[src/rtl/timer_pkg.sv]
// timer_pkg: shared state encoding, register offsets and CTRL bit layout for timer_dev. Rev 1.0
`default_nettype none

package timer_pkg;

  typedef enum logic [1:0] {
    ST_IDLE = 2'd0,
    ST_LOAD = 2'd1,
    ST_CNT  = 2'd2,
    ST_INT  = 2'd3
  } timer_state_e;

  localparam logic [1:0] REG_CTRL   = 2'd0;
  localparam logic [1:0] REG_PRESET = 2'd1;
  localparam logic [1:0] REG_COUNT  = 2'd2;

  localparam int CTRL_W        = 4;
  localparam int CTRL_EN       = 0;
  localparam int CTRL_MODE_LSB = 1;
  localparam int CTRL_MODE_MSB = 2;
  localparam int CTRL_IM       = 3;

  localparam logic [1:0] MODE_ONESHOT = 2'b00;
  localparam logic [1:0] MODE_RELOAD  = 2'b01;

endpackage

`default_nettype wire

[src/rtl/timer_core.sv]
// timer_core: countdown FSM holding COUNT and the interrupt flag. Rev 1.0
`default_nettype none

module timer_core
  import timer_pkg::*;
(
  input  logic        clk,
  input  logic        reset,
  input  logic        en,
  input  logic [1:0]  mode,
  input  logic [31:0] preset,
  input  logic        ctrl_wr,
  output logic [31:0] count,
  output logic        irq_flag,
  output logic        en_clr
);

  timer_state_e state_q, state_d;
  logic [31:0]  count_q, count_d;
  logic         irq_flag_q, irq_flag_d;

  always_ff @(posedge clk or negedge reset) begin
    if (!reset) begin
      state_q    <= ST_IDLE;
      count_q    <= '0;
      irq_flag_q <= 1'b0;
    end else begin
      state_q    <= state_d;
      count_q    <= count_d;
      irq_flag_q <= irq_flag_d;
    end
  end

  always_comb begin
    state_d    = state_q;
    count_d    = count_q;
    irq_flag_d = irq_flag_q;
    en_clr     = 1'b0;

    case (state_q)
      ST_IDLE: begin
        if (en) state_d = ST_LOAD;
      end
      ST_LOAD: begin
        count_d = preset;
        state_d = ST_CNT;
      end
      ST_CNT: begin
        if (!en) begin
          state_d = ST_IDLE;
        end else if (count_q > 32'd1) begin
          count_d = count_q - 32'd1;
        end else begin
          // Saturate at zero so PRESET of 0 or 1 expires without wrapping.
          count_d    = '0;
          irq_flag_d = 1'b1;
          state_d    = ST_INT;
        end
      end
      ST_INT: begin
        state_d = ST_IDLE;
        if (mode == MODE_RELOAD) begin
          irq_flag_d = 1'b0;
        end else begin
          en_clr = 1'b1;
        end
      end
      default: state_d = ST_IDLE;
    endcase

    if (ctrl_wr) irq_flag_d = 1'b0;
  end

  assign count    = count_q;
  assign irq_flag = irq_flag_q;

endmodule

`default_nettype wire

[src/rtl/timer_dev.sv]
// timer_dev: memory-mapped countdown timer (CTRL/PRESET/COUNT) with maskable IRQ. Rev 1.0
// TIMER_AUTORELOAD_EN defined: MODE=01 auto-reloads; otherwise MODE is forced to 00.
`default_nettype none

module timer_dev
  import timer_pkg::*;
#(
  parameter logic [31:0] BASE_ADDR = 32'h0000_7f00
) (
  input  logic        clk,
  input  logic        reset,
  input  logic [31:0] Addr,
  input  logic        WE,
  input  logic [31:0] Din,
  output logic [31:0] Dout,
  output logic        IRQ
);

  logic [CTRL_W-1:0] ctrl_q, ctrl_d, ctrl_wdata;
  logic [31:0]       preset_q, preset_d;
  logic [1:0]        reg_sel;
  logic              ctrl_wr, preset_wr;
  logic [31:0]       core_count;
  logic              core_irq_flag, core_en_clr;
  logic              unused_addr_bits;

  // The DM stage resolves the window, so only the word offset matters here.
  assign reg_sel          = Addr[3:2];
  assign unused_addr_bits = ^{Addr[31:4], Addr[1:0], BASE_ADDR};
  assign ctrl_wr          = WE && (reg_sel == REG_CTRL);
  assign preset_wr        = WE && (reg_sel == REG_PRESET);

`ifdef TIMER_AUTORELOAD_EN
  assign ctrl_wdata = Din[CTRL_W-1:0];
`else
  assign ctrl_wdata = {Din[CTRL_IM], MODE_ONESHOT, Din[CTRL_EN]};
`endif

  always_comb begin
    ctrl_d = ctrl_q;
    if (core_en_clr) ctrl_d[CTRL_EN] = 1'b0;
    // A CPU write in the same cycle as the one-shot EN clear takes priority.
    if (ctrl_wr) ctrl_d = ctrl_wdata;
  end

  always_comb begin
    preset_d = preset_q;
    if (preset_wr) preset_d = Din;
  end

  always_ff @(posedge clk or negedge reset) begin
    if (!reset) begin
      ctrl_q   <= '0;
      preset_q <= '0;
    end else begin
      ctrl_q   <= ctrl_d;
      preset_q <= preset_d;
    end
  end

  timer_core u_core (
    .clk      (clk),
    .reset    (reset),
    .en       (ctrl_q[CTRL_EN]),
    .mode     (ctrl_q[CTRL_MODE_MSB:CTRL_MODE_LSB]),
    .preset   (preset_q),
    .ctrl_wr  (ctrl_wr),
    .count    (core_count),
    .irq_flag (core_irq_flag),
    .en_clr   (core_en_clr)
  );

  always_comb begin
    Dout = '0;
    case (reg_sel)
      REG_CTRL:   Dout = {{(32-CTRL_W){1'b0}}, ctrl_q};
      REG_PRESET: Dout = preset_q;
      REG_COUNT:  Dout = core_count;
      default:    Dout = '0;
    endcase
  end

  assign IRQ = ctrl_q[CTRL_IM] & core_irq_flag;

endmodule

`default_nettype wire

[config.mk]
export PLATFORM = sky130hd
export DESIGN_NAME = timer_dev
export DESIGN_NICKNAME = d
export VERILOG_FILES = /design/src/rtl/timer_pkg.sv /design/src/rtl/timer_core.sv /design/src/rtl/timer_dev.sv
export SDC_FILE = /design/constraint.sdc
export NUM_CORES = 1
export LEC_CHECK = 0
export CELL_PAD_IN_SITES_DETAIL_PLACEMENT = 2
export CELL_PAD_IN_SITES_GLOBAL_PLACEMENT = 2
export CORE_ASPECT_RATIO = 0.6
export CORE_MARGIN = 4
export CORE_UTILIZATION = 39
export DETAILED_ROUTE_END_ITERATION = 12
export DONT_BUFFER_PORTS = 1
export GPL_TIMING_DRIVEN = 1
export PLACE_DENSITY = 0.78
export SLEW_MARGIN = 20
export SYNTH_ARGS = -nofsm -noshare
export SYNTH_HDL_FRONTEND = slang
export SYNTH_SLANG_ARGS = --single-unit
[constraint.sdc]
create_clock -name clk -period 3.4 [get_ports clk]
set_clock_uncertainty 0.2 [all_clocks]
set_input_delay 0.68 -clock clk [delete_from_list [all_inputs] [get_ports clk]]
set_output_delay 0.68 -clock clk [all_outputs]
set_load 0.01 [all_outputs]
# Yosys cells after proc, flatten, opt, wreduce, memory -nomap -nowiden
# Cells that the tools add are included.
classes:
  n_addsub: 1
  magnitude_cmp: 1
  eq_ne: 11
  muxes: 15
  bitwise: 1
  n_reduce_logical: 10
op_table:
  columns: ["cell", "n"]
  rows:
  - ["case mux 32 bit (3 select lines)", 1]
  - ["2-to-1 mux 32 bit", 2]
  - ["case mux 32 bit (2 select lines)", 1]
  - ["greater-than comparator 32 x 1 -> 1 bit (second input constant)", 1]
  - ["subtractor 32 x 1 -> 32 bit (second input constant)", 1]
  - ["inequality test 3 bit (second input constant)", 3]
  - ["case mux 2 bit (4 select lines)", 1]
  - ["2-to-1 mux 1 bit", 7]
  - ["equality test 2 bit (second input constant)", 3]
  - ["2-to-1 mux 2 bit", 3]
  - ["inequality test 2 bit (second input constant)", 3]
  - ["equality test 2 x 1 -> 1 bit (second input constant)", 2]
  - ["logical NOT 2 bit", 2]
  - ["AND reduction 2 bit", 2]
  - ["AND reduction 4 bit", 1]
  - ["nonzero test 2 bit", 2]
  - ["nonzero test 3 bit", 1]
  - ["logical AND 1 bit", 2]
  - ["bitwise AND 1 bit", 1]
totals:
  register_bits: 69
  inputBits: 67
  elab_cells: 45

# Depth between registers and ports, before layout
# Gate-level depths: netlist of the first run.
depth:
  ltp_word: 5
  depth_mapped: 8
  ltp_nobuf: 7

# Cells and area by module
# Synthesis of the first run repeated with hierarchy kept, for this count alone.
hier_totals:
  hier_cells: 404
  area_unflattened_um2: 4212.8
by_module_without_submodules:
  columns: ["module", "instances", "cells_each", "area_each_um2", "seq_area_each_um2"]
  rows:
  - ["timer_core", 1, 285, 2428.6, 875.8]
  - ["timer_dev", 1, 119, 1784.2, 850.8]

# Worst setup path before layout of the first run
# OpenSTA, ideal clock, no wires.
synth_path:
  path_kind: "register to register"
  from: "register u_core.count_q[10] (netlist: u_core.count[10])"
  to: "register u_core.count_q[25] (netlist: u_core.count[25])"
  setup_ns: 0.121
  arrival_ns: 2.498
  path_slack_ns: 0.581
  path_stages_with_launch: 7
  path_buffers: 1
  synth_period_minus_slack_ns: 2.819
  path_cell_list: "dfrtp_1 or4_4 or4_4 or4_4 buf_6 a31o_1 a22o_1"
synth_between:
  elab_chain_len: 4
  elab_cells_between_ends: 5
  cone_classes: "add/sub (1); order compare (1); mux (3)"
synth_lines:
  columns: ["item", "line_no", "text"]
  rows:
  - ["start: declaration", "timer_core.sv:19", "logic [31:0] count_q, count_d;"]
  - ["start signal: assignment", "timer_core.sv:29", "count_q <= count_d;"]
  - ["subtractor 32 x 1 -> 32 bit / greater-than comparator 32 x 1 -> 1 bit (equally long branches)", "timer_core.sv:52, timer_core.sv:51", null]
  - ["2-to-1 mux 32 bit *", "timer_core.sv:51", "end else if (count_q > 32'd1) begin"]
  - ["2-to-1 mux 32 bit *", "timer_core.sv:49", "if (!en) begin"]
  - ["case mux 32 bit (2 select lines) *", "timer_core.sv:40", "case (state_q)"]
# Mark *: on every way between the ends. The rest lies on a longest branch, timed or not. The select of a mux whose other input is x is not followed.
# A chain may end at the register's enable or synchronous reset.

# Worst setup path after layout of the first run
layout_path:
  from: "register u_core.count_q[10] (netlist: u_core.count[10])"
  to: "register u_core.count_q[17] (netlist: u_core.count[17])"
# Same word-level chain as after synthesis.

==> results.json, run 1 <==
{
  "drc": 0,
  "core_area_um2": 9910,
  "start_kind": "flop",
  "clkSinkCount": 69,
  "hold_path.class": "primary input to async pin",
  "syn-num-nets": 455,
  "drt_iter0_drc": 247,
  "status": "finished, final reports clean",
  "slew_viol_final": 0,
  "slowest_stage": "or4_4",
  "avgSynthCellArea_um2": 10.4,
  "layout_common_cells": "dfrtp_1, a22o_1, mux2_2",
  "p_switching_uw": 1670,
  "synth_async_sr_flop_share_pct": 100,
  "path_buf_inv": 1,
  "ys_types": 61,
  "wirelength_um": 14300,
  "initial_core_util_pct": 40.4,
  "grt_pass1_wl_um": 22600,
  "synth_area_um2": 4000,
  "use_met1_pct": 33.2,
  "path_max_fanout": 12,
  "setup_tns_ps": 0,
  "multi_input_area_um2": 2080,
  "power_uw": 4020,
  "cp_top_family": "simple AND/OR/NAND/NOR gates",
  "grt_util_met2_pct": 38.7,
  "fillers": 1025,
  "dr.pass1.iters": 5,
  "postCtsSetupBuffers": 0,
  "crit_path_end_kind": "flop",
  "vias": 3490,
  "cp_data_arrival_time_ps": 3050,
  "antenna_found_initial": 0,
  "portBuffers": 0,
  "worst_pin_slew_ps": 711,
  "seqPwrFrac_pct": 39.3,
  "min_period_ps": 3060,
  "peakVddDrop_uv": 257,
  "root_buffer": "clkbuf_16",
  "ys_warn_count": 0,
  "max_stage_delay_ps": 690,
  "cp_data_required_time_ps": 3390,
  "io_pins": 100,
  "cts_inserted_buffers": 9,
  "cts_max_level": 3,
  "path_clk_slew_ps": 60,
  "path_class": "flop to flop",
  "finalSetupViolCount": 0,
  "rows": 28,
  "place.gp.congestion": 0.887,
  "yosysSeqAreaShare_pct": 43.2,
  "cts_tree": "yes",
  "drive_above_1_share_pct": 20.5,
  "via_per_inst": 6.70,
  "hold_violations": 0,
  "swShare_pct": 41.5,
  "antenna_cells": 0,
  "clk_path_buf_depth": 2,
  "max-slew-margin-rel_pct": 52.2,
  "drv_cap": 0,
  "synth_top_area_share_pct": 43.2,
  "nNetsFinal": 450,
  "crit_start": "u_core.count[10]$_DFFE_PN0P_",
  "ys.flop_type": "dfrtp_1",
  "final_common_cell": "dfrtp_1",
  "netlist_instances": 386,
  "grt_pass1_vias": 3861,
  "clk_latency_ps": 350,
  "cpMostUsedCell": "or4_4",
  "dp_hpwl_um": 9610,
  "synth.area.top_cells": "dfrtp_1, mux2_2, a22o_1",
  "syn_to_final_growth_pct": 11.8,
  "yosys.area.top_type": "dfrtp_1",
  "top_usage_layer": "met2",
  "min_period_over_period_pct": 90.1,
  "comb_power_share_pct": 34.7,
  "synth_edf_count": 0,
  "grt_use_total_pct": 24.4,
  "fp.dieH_um": 86.5,
  "dieArea_um2": 12000,
  "timing.fmax_mhz": 327,
  "grt_max_degree": 70,
  "ys_seq_elements": 69,
  "cp_cell_sequence": "or4_4 > or4_4 > or4_4 > nand2_1 > buf_4 > o311ai_0",
  "intPower_uw": 2350,
  "overflow": 0,
  "leakage_uw": 0.00177,
  "avgRoutedWirePerCell_um": 27.5,
  "ant_nets": 0,
  "pwr-share-clk_pct": 26.0,
  "timing.rr.start": "u_core.count[10]$_DFFE_PN0P_",
  "register_area_um2": 1730,
  "met3_usage_pct": 7.11,
  "die_x_um": 139,
  "p_per_area_nw_per_um2": 899,
  "rsz0062_at_grt": "no"
}
Yosys cell counts, types with 3 or more instances:
master and n:
or4_4 3, buf_1 3, nor3_1 7, mux2_2 33
nand2_1 28, o41ai_1 7, a22o_1 38, nor4b_1 3
a31oi_1 6, or4_1 8, a32oi_1 5, o21ai_0 12
or3_1 6, nor4_1 9, clkbuf_1 17, nor2b_1 4
buf_6 4, o31ai_1 9, inv_1 6, o311ai_0 8
buf_4 4, nand3_1 16, nor2_1 12, a31o_1 3
dfrtp_1 69, a22oi_1 6, a21oi_1 9, nand4_1 7
o211ai_1 4
cell families after synthesis:
logic type               Yosys count  share of synthesized area (%)
AO/OA/AOI/OAI                    125                           24.5
AND/OR/NAND/NOR                  117                           16.8
flip-flops                        69                           43.2
buffers and inverters             38                           5.16
multiplexers                      35                           9.79
adder cells (fa/ha/maj)            2                          0.625
path summary, 6_finish.rpt:
check / endpoint / slack [ps] / depth (start not counted)
worst max-delay path: u_core.count[17]$_DFFE_PN0P_ / 340 / 6
worst min-delay path: preset_q[5]$_DFFE_PN0P_ / 30 / 1
worst max register to register: u_core.count[17]$_DFFE_PN0P_ / 340 / 6
worst min register to register: u_core.count[22]$_DFFE_PN0P_ / 330 / 1
max in group asynchronous: u_core.count[22]$_DFFE_PN0P_ / 2670 / 1
min in group clk: ctrl_q[0]$_DFFE_PN0P_ / 260 / 1
metal layers:
layer  routed length, µm  up-vias
li1                    -     1535
met1                6830     1831
met2                6530      113
met3                 780       11
met4                 176        0
met5                   0        -
power groups by stage:
stage / registers [µW] / logic (µW) / clock network [µW]
after floorplan: 1350 / 1130 / 0
after global placement: 1540 / 1250 / 0
after detailed placement: 1580 / 1330 / 0
after CTS: 1570 / 1390 / 1070
after global routing: 1640 / 1510 / 1120
final: 1580 / 1400 / 1050
repair_timing:
item	in CTS	in global routing
endpoints found under the hold margin	69	0
gates resized for setup	0	0
hold buffers	1	0
flip-flops by register name, indices dropped and copies added (netlist names):
name	count
preset_q	32
u_core.count	32
ctrl_q	2
u_core.state_q	2
u_core.irq_flag	1
per-stage QoR:
step                hold slack (ps)  util, %  area [µm²]  instances  setup WS, ps
finish                         25.5     45.1        4470        521           338
CTS                            35.4     45.1        4470        521           342
global route                   39.4     45.1        4470        521           277
global placement                187     41.6        4120        504           437
floorplan                       184        -        4000        386           581
detailed placement              187     41.6        4120        504           371
area by class of cell:
| class | instances | share of cell area [%] |
|---|---|---|
| multi-input combinational | 279 | 46.4 |
| sequential | 69 | 38.6 |
| inverter | 6 | 0.503 |
| tap | 135 | 3.78 |
| clock inverter | 4 | 1.57 |
| timing repair buffer | 16 | 3.41 |
| clock buffer | 12 | 5.73 |
(Power assumes the default switching activity.)
==> inputs of run 2 (changes only) <==
==> constraint.sdc (replaced) <==
create_clock -name clk -period 3 [get_ports clk]
set_clock_uncertainty 0.2 [all_clocks]
set_input_delay 0.6 -clock clk [delete_from_list [all_inputs] [get_ports clk]]
set_output_delay 0.6 -clock clk [all_outputs]
set_load 0.01 [all_outputs]
==> run 2 against run 1 <==
Compared with the run above: clock power shrank 5%; highest routed layer unchanged; via count up 1.3%; critical path depth unchanged; final cell count rose by 3.1%; clock-buffer cell count grew 3; critical path type unchanged; sequential power up 9%; worst hold slack gained 160 ps; power is 12% higher; wire length grew 2.5%.
==> results.json, run 2 (synthesized netlist as in run 1, its figures left out) <==
{
  "root_buffer": "clkbuf_16",
  "setup_slack_ps": 81.1,
  "overflow": 0,
  "antenna_cells": 0,
  "wirelength_um": 14700,
  "via_per_inst": 6.58,
  "wl_met2_um": 6630,
  "p_per_area_nw_per_um2": 991,
  "place.gp.congestion": 0.892,
  "power_uw": 4490,
  "dieArea_um2": 12000,
  "worst_pin_slew_ps": 730,
  "ant_nets": 0,
  "fp.dieH_um": 86.5,
  "rsz0062_at_grt": "no",
  "drc": 0,
  "min_period_ps": 2920,
  "timing.hold.ws_ps": 185,
  "avgRoutedWirePerCell_um": 27.3,
  "antenna_found_initial": 0,
  "clk_path_buf_depth": 2,
  "leakage_uw": 0.00181,
  "dr.pass1.iters": 4,
  "layout_common_cells": "dfrtp_1, a22o_1, mux2_2",
  "final_common_cell": "dfrtp_1",
  "finalSetupViolCount": 0,
  "peakVddDrop_uv": 364,
  "vias": 3534,
  "grt_use_total_pct": 25.1,
  "timing.fmax_mhz": 343,
  "path_max_fanout": 4,
  "hold_path.class": "primary input to flop",
  "slowest_stage": "or4_4",
  "crit_path_end_kind": "flop",
  "cts_tree": "yes",
  "path_clk_slew_ps": 60,
  "postCtsSetupBuffers": 0,
  "setup_tns_ps": 0,
  "die_x_um": 139,
  "status": "finished, final reports clean",
  "grt_pass1_wl_um": 23400,
  "pre_cts_slack_ps": 153,
  "grt_pass1_vias": 3921,
  "cts_inserted_buffers": 9,
  "placed_area_um2": 4220,
  "wirelength_met1_um": 6910,
  "cp_data_arrival_time_ps": 2980,
  "core_area_um2": 9910,
  "path_class": "flop to flop",
  "clkSinkCount": 69,
  "cts_max_level": 3,
  "drv_cap": 0,
  "grt_max_degree": 70,
  "dp_hpwl_um": 9830,
  "drive_above_1_share_pct": 22.6,
  "nNetsFinal": 466,
  "design_area_um2": 4530,
  "clk_latency_ps": 330,
  "initial_core_util_pct": 40.4,
  "start_kind": "flop",
  "io_pins": 100,
  "cp_data_required_time_ps": 3060,
  "wl_met3_um": 1040,
  "rows": 28,
  "syn_to_final_growth_pct": 13.2,
  "hold_violations": 0,
  "slew_viol_final": 0,
  "max_stage_delay_ps": 570,
  "drt_iter0_drc": 161,
  "cp_cell_sequence": "or4_4 > or4_4 > buf_4 > or4_1 > or4_1 > nand3_1",
  "max-slew-margin-rel_pct": 50.7,
  "min_period_over_period_pct": 97.3,
  "portBuffers": 0,
  "dr.max_layer_used": "met4"
}
run 2: metal layers:
| metal | track usage (%) | vias to the layer above |
|---|---|---|
| met4 | 5.51 | 0 |
| met3 | 6.39 | 6 |
| li1 | - | 1563 |
| met1 | 34.6 | 1849 |
| met2 | 40.6 | 116 |
| met5 | 0 | - |
run 2: per-stage QoR:
step / util (%) / cells
3_5_place_dp: 42.6 / 519
4_1_cts: 45.7 / 537
5_1_grt: 45.7 / 537
3_3_place_gp: 42.6 / 519
6_report: 45.7 / 537
2_1_floorplan: - / 386
run 2: cell type report:
class	instances	area, µm²
multi-input combinational	279	2080
tap	135	169
sequential	69	1730
fill	1043	5380
timing repair buffer	32	263
clock inverter	1	5.00
clock buffer	15	268
inverter	6	22.5
run 2: path summary, 6_finish.rpt:
kind,startpoint,end,slack [ps],depth (start not counted)
setup / recovery,u_core.count[10]$_DFFE_PN0P_,u_core.count[28]$_DFFE_PN0P_,80,6
hold / removal,Din[0],ctrl_q[0]$_DFFE_PN0P_,190,1
setup reg to reg,u_core.count[10]$_DFFE_PN0P_,u_core.count[28]$_DFFE_PN0P_,80,6
hold reg to reg,u_core.irq_flag$_DFFE_PN0P_,u_core.irq_flag$_DFFE_PN0P_,330,2
max in group asynchronous,reset,preset_q[16]$_DFFE_PN0P_,1640,2
min in group asynchronous,reset,ctrl_q[0]$_DFFE_PN0P_,660,2
run 2: timing repair:
item,in CTS,in global routing
hold buffers,2,0
endpoints found under the hold margin,69,0
resized for setup,0,0
run 2: report_power, final:
part	internal, µW	total, µW	switching (µW)
Sequential	1250	1730	481
Clock	605	994	389
Combinational	747	1770	1020
Total	2600	4490	1890
run 2: critical path: cells and delay by family (launching register included):
kind,cells,cell delay (ps)
and+or+nand+nor,5,2110
DFF,1,370
buffers and inverters,1,180
==> inputs of run 3 (changes only) <==
--- a/config.mk
+++ b/config.mk
@@ -14,6 +14,7 @@
 export DONT_BUFFER_PORTS = 1
 export GPL_TIMING_DRIVEN = 1
 export PLACE_DENSITY = 0.78
+export REMOVE_ABC_BUFFERS = 1
 export SLEW_MARGIN = 20
 export SYNTH_ARGS = -nofsm -noshare
 export SYNTH_HDL_FRONTEND = slang
==> run 3 against run 2 <==
Compared with the run above: via count increased by 1.2%; non-clock buffer count up 2; core utilization increased by 0.25 points; critical path type unchanged.
==> results.json, run 3 (synthesized netlist as in run 1, its figures left out) <==
{
  "wirelength_um": 14700,
  "drc": 0,
  "slew_viol_final": 0,
  "antenna_found_initial": 0,
  "finalSetupViolCount": 0,
  "root_buffer": "clkbuf_16",
  "p_per_area_nw_per_um2": 987,
  "clk_latency_ps": 340,
  "antenna_cells": 0,
  "comb_power_share_pct": 39.1,
  "intPower_uw": 2590,
  "p_switching_uw": 1910,
  "layout_common_cells": "dfrtp_1, a22o_1, mux2_2",
  "cts_tree": "yes",
  "swShare_pct": 42.4,
  "grt_use_total_pct": 24.7,
  "die_x_um": 139,
  "postCtsSetupBuffers": 0,
  "hold_path.class": "primary input to flop",
  "path_class": "flop to flop",
  "drive_above_1_share_pct": 23.6,
  "drv_cap": 0,
  "pwr-share-clk_pct": 21.7,
  "nNetsFinal": 468,
  "reg2reg_setup_slack_ps": 80,
  "dp_hpwl_um": 9950,
  "via_per_inst": 6.66,
  "place.gp.congestion": 0.842,
  "start_kind": "flop",
  "fillers": 1045,
  "cp_data_arrival_time_ps": 2980,
  "setup_tns_ps": 0,
  "ant_nets": 0,
  "grt_pass1_wl_um": 23000,
  "peakVddDrop_uv": 391,
  "grt_max_degree": 70,
  "final_common_cell": "dfrtp_1",
  "pre_cts_slack_ps": 102,
  "setup_slack_ps": 84.5,
  "clkSinkCount": 69,
  "timing.hold.ws_ps": 194,
  "rows": 28,
  "min_period_over_period_pct": 97.2,
  "rsz0062_at_grt": "no",
  "portBuffers": 0,
  "syn_to_final_growth_pct": 13.9,
  "hold_violations": 0,
  "status": "finished, final reports clean",
  "dr.pass1.iters": 4,
  "fp.dieH_um": 86.5,
  "cp_data_required_time_ps": 3070,
  "cts_max_level": 3,
  "io_pins": 100,
  "crit_path_end_kind": "flop",
  "max-slew-margin-rel_pct": 61.5,
  "clk_path_buf_depth": 2,
  "drt_iter0_drc": 293,
  "path_max_fanout": 4,
  "timing.fmax_mhz": 343,
  "dieArea_um2": 12000,
  "leakage_uw": 0.00183,
  "overflow": 0,
  "core_area_um2": 9910,
  "cts_inserted_buffers": 9,
  "worst_pin_slew_ps": 573,
  "vias": 3576,
  "path_clk_slew_ps": 50,
  "seqPwrFrac_pct": 39.2,
  "grt_pass1_vias": 3829,
  "avgRoutedWirePerCell_um": 27.4,
  "initial_core_util_pct": 40.4,
  "min_period_ps": 2920
}
run 3: changes by cell type in the layout (fill, tap and decap cells not counted):
cell | previous run | this run
or4_4 | 3 | 4
or4_1 | 8 | 7
clkinv_2 | 1 | 2
buf_4 | 30 | 31
buf_12 | 0 | 1
clkbuf_1 | 4 | 1
run 3: cell type report:
| cell class | count | area [µm²] | share of cell area (%) |
|---|---|---|---|
| Clock buffer | 12 | 256 | 5.63 |
| Clock inverter | 2 | 10.0 | 0.220 |
| Inverter | 6 | 22.5 | 0.494 |
| Multi-Input combinational cell | 279 | 2080 | 45.7 |
| Sequential cell | 69 | 1730 | 37.9 |
| Tap cell | 135 | 169 | 3.71 |
| Timing Repair Buffer | 34 | 290 | 6.37 |
run 3: what timing repair did:
action | 4_1_cts | 5_1_grt
resized for setup | 0 | 1
hold endpoints to repair | 69 | 0
hold buffers | 2 | 0
setup endpoints to repair | 0 | 3
run 3: worst max-delay path, stage by stage (launching register included):
cell and delay (ps):
dfrtp_1 400, or4_4 590, or4_4 440, buf_4 180
or4_4 530, or4_1 410, nand3_1 100
run 3: path summary, 6_finish.rpt:
check | endpoint | depth (start not counted) | startpoint
max in group asynchronous | preset_q[27]$_DFFE_PN0P_ | 2 | reset
min reg2reg | u_core.irq_flag$_DFFE_PN0P_ | 2 | u_core.irq_flag$_DFFE_PN0P_
min | ctrl_q[0]$_DFFE_PN0P_ | 1 | Din[0]
max reg2reg | u_core.count[28]$_DFFE_PN0P_ | 6 | u_core.count[10]$_DFFE_PN0P_
min in group asynchronous | preset_q[1]$_DFFE_PN0P_ | 2 | reset
max | u_core.count[28]$_DFFE_PN0P_ | 6 | u_core.count[10]$_DFFE_PN0P_
run 3: power groups by stage:
stage | clock network (µW) | logic (µW) | registers [µW]
after floorplan | 0 | 1090 | 1600
after global placement | 0 | 1610 | 1710
after detailed placement | 0 | 1700 | 1750
after CTS | 995 | 1750 | 1750
after global routing | 1040 | 1910 | 1820
final | 977 | 1760 | 1760
run 3: routing by layer:
layer	global-route usage, %	share of wire [%]	vias up	wire length, µm
met5	0	0	-	0
met4	5.06	1.1	0	166
met3	5.46	5.4	13	797
met2	39.0	45	111	6590
met1	35.3	49	1887	7150
li1	-	-	1565	-
run 3: stage by stage:
stage	utilization, %	total power [µW]	instance area (µm²)	std cells
floorplan	-	2690	3820	354
global placement	42.8	3310	4250	521
detailed placement	42.8	3450	4250	521
CTS	45.9	4500	4550	537
global route	45.9	4760	4560	537
finish	45.9	4490	4560	537
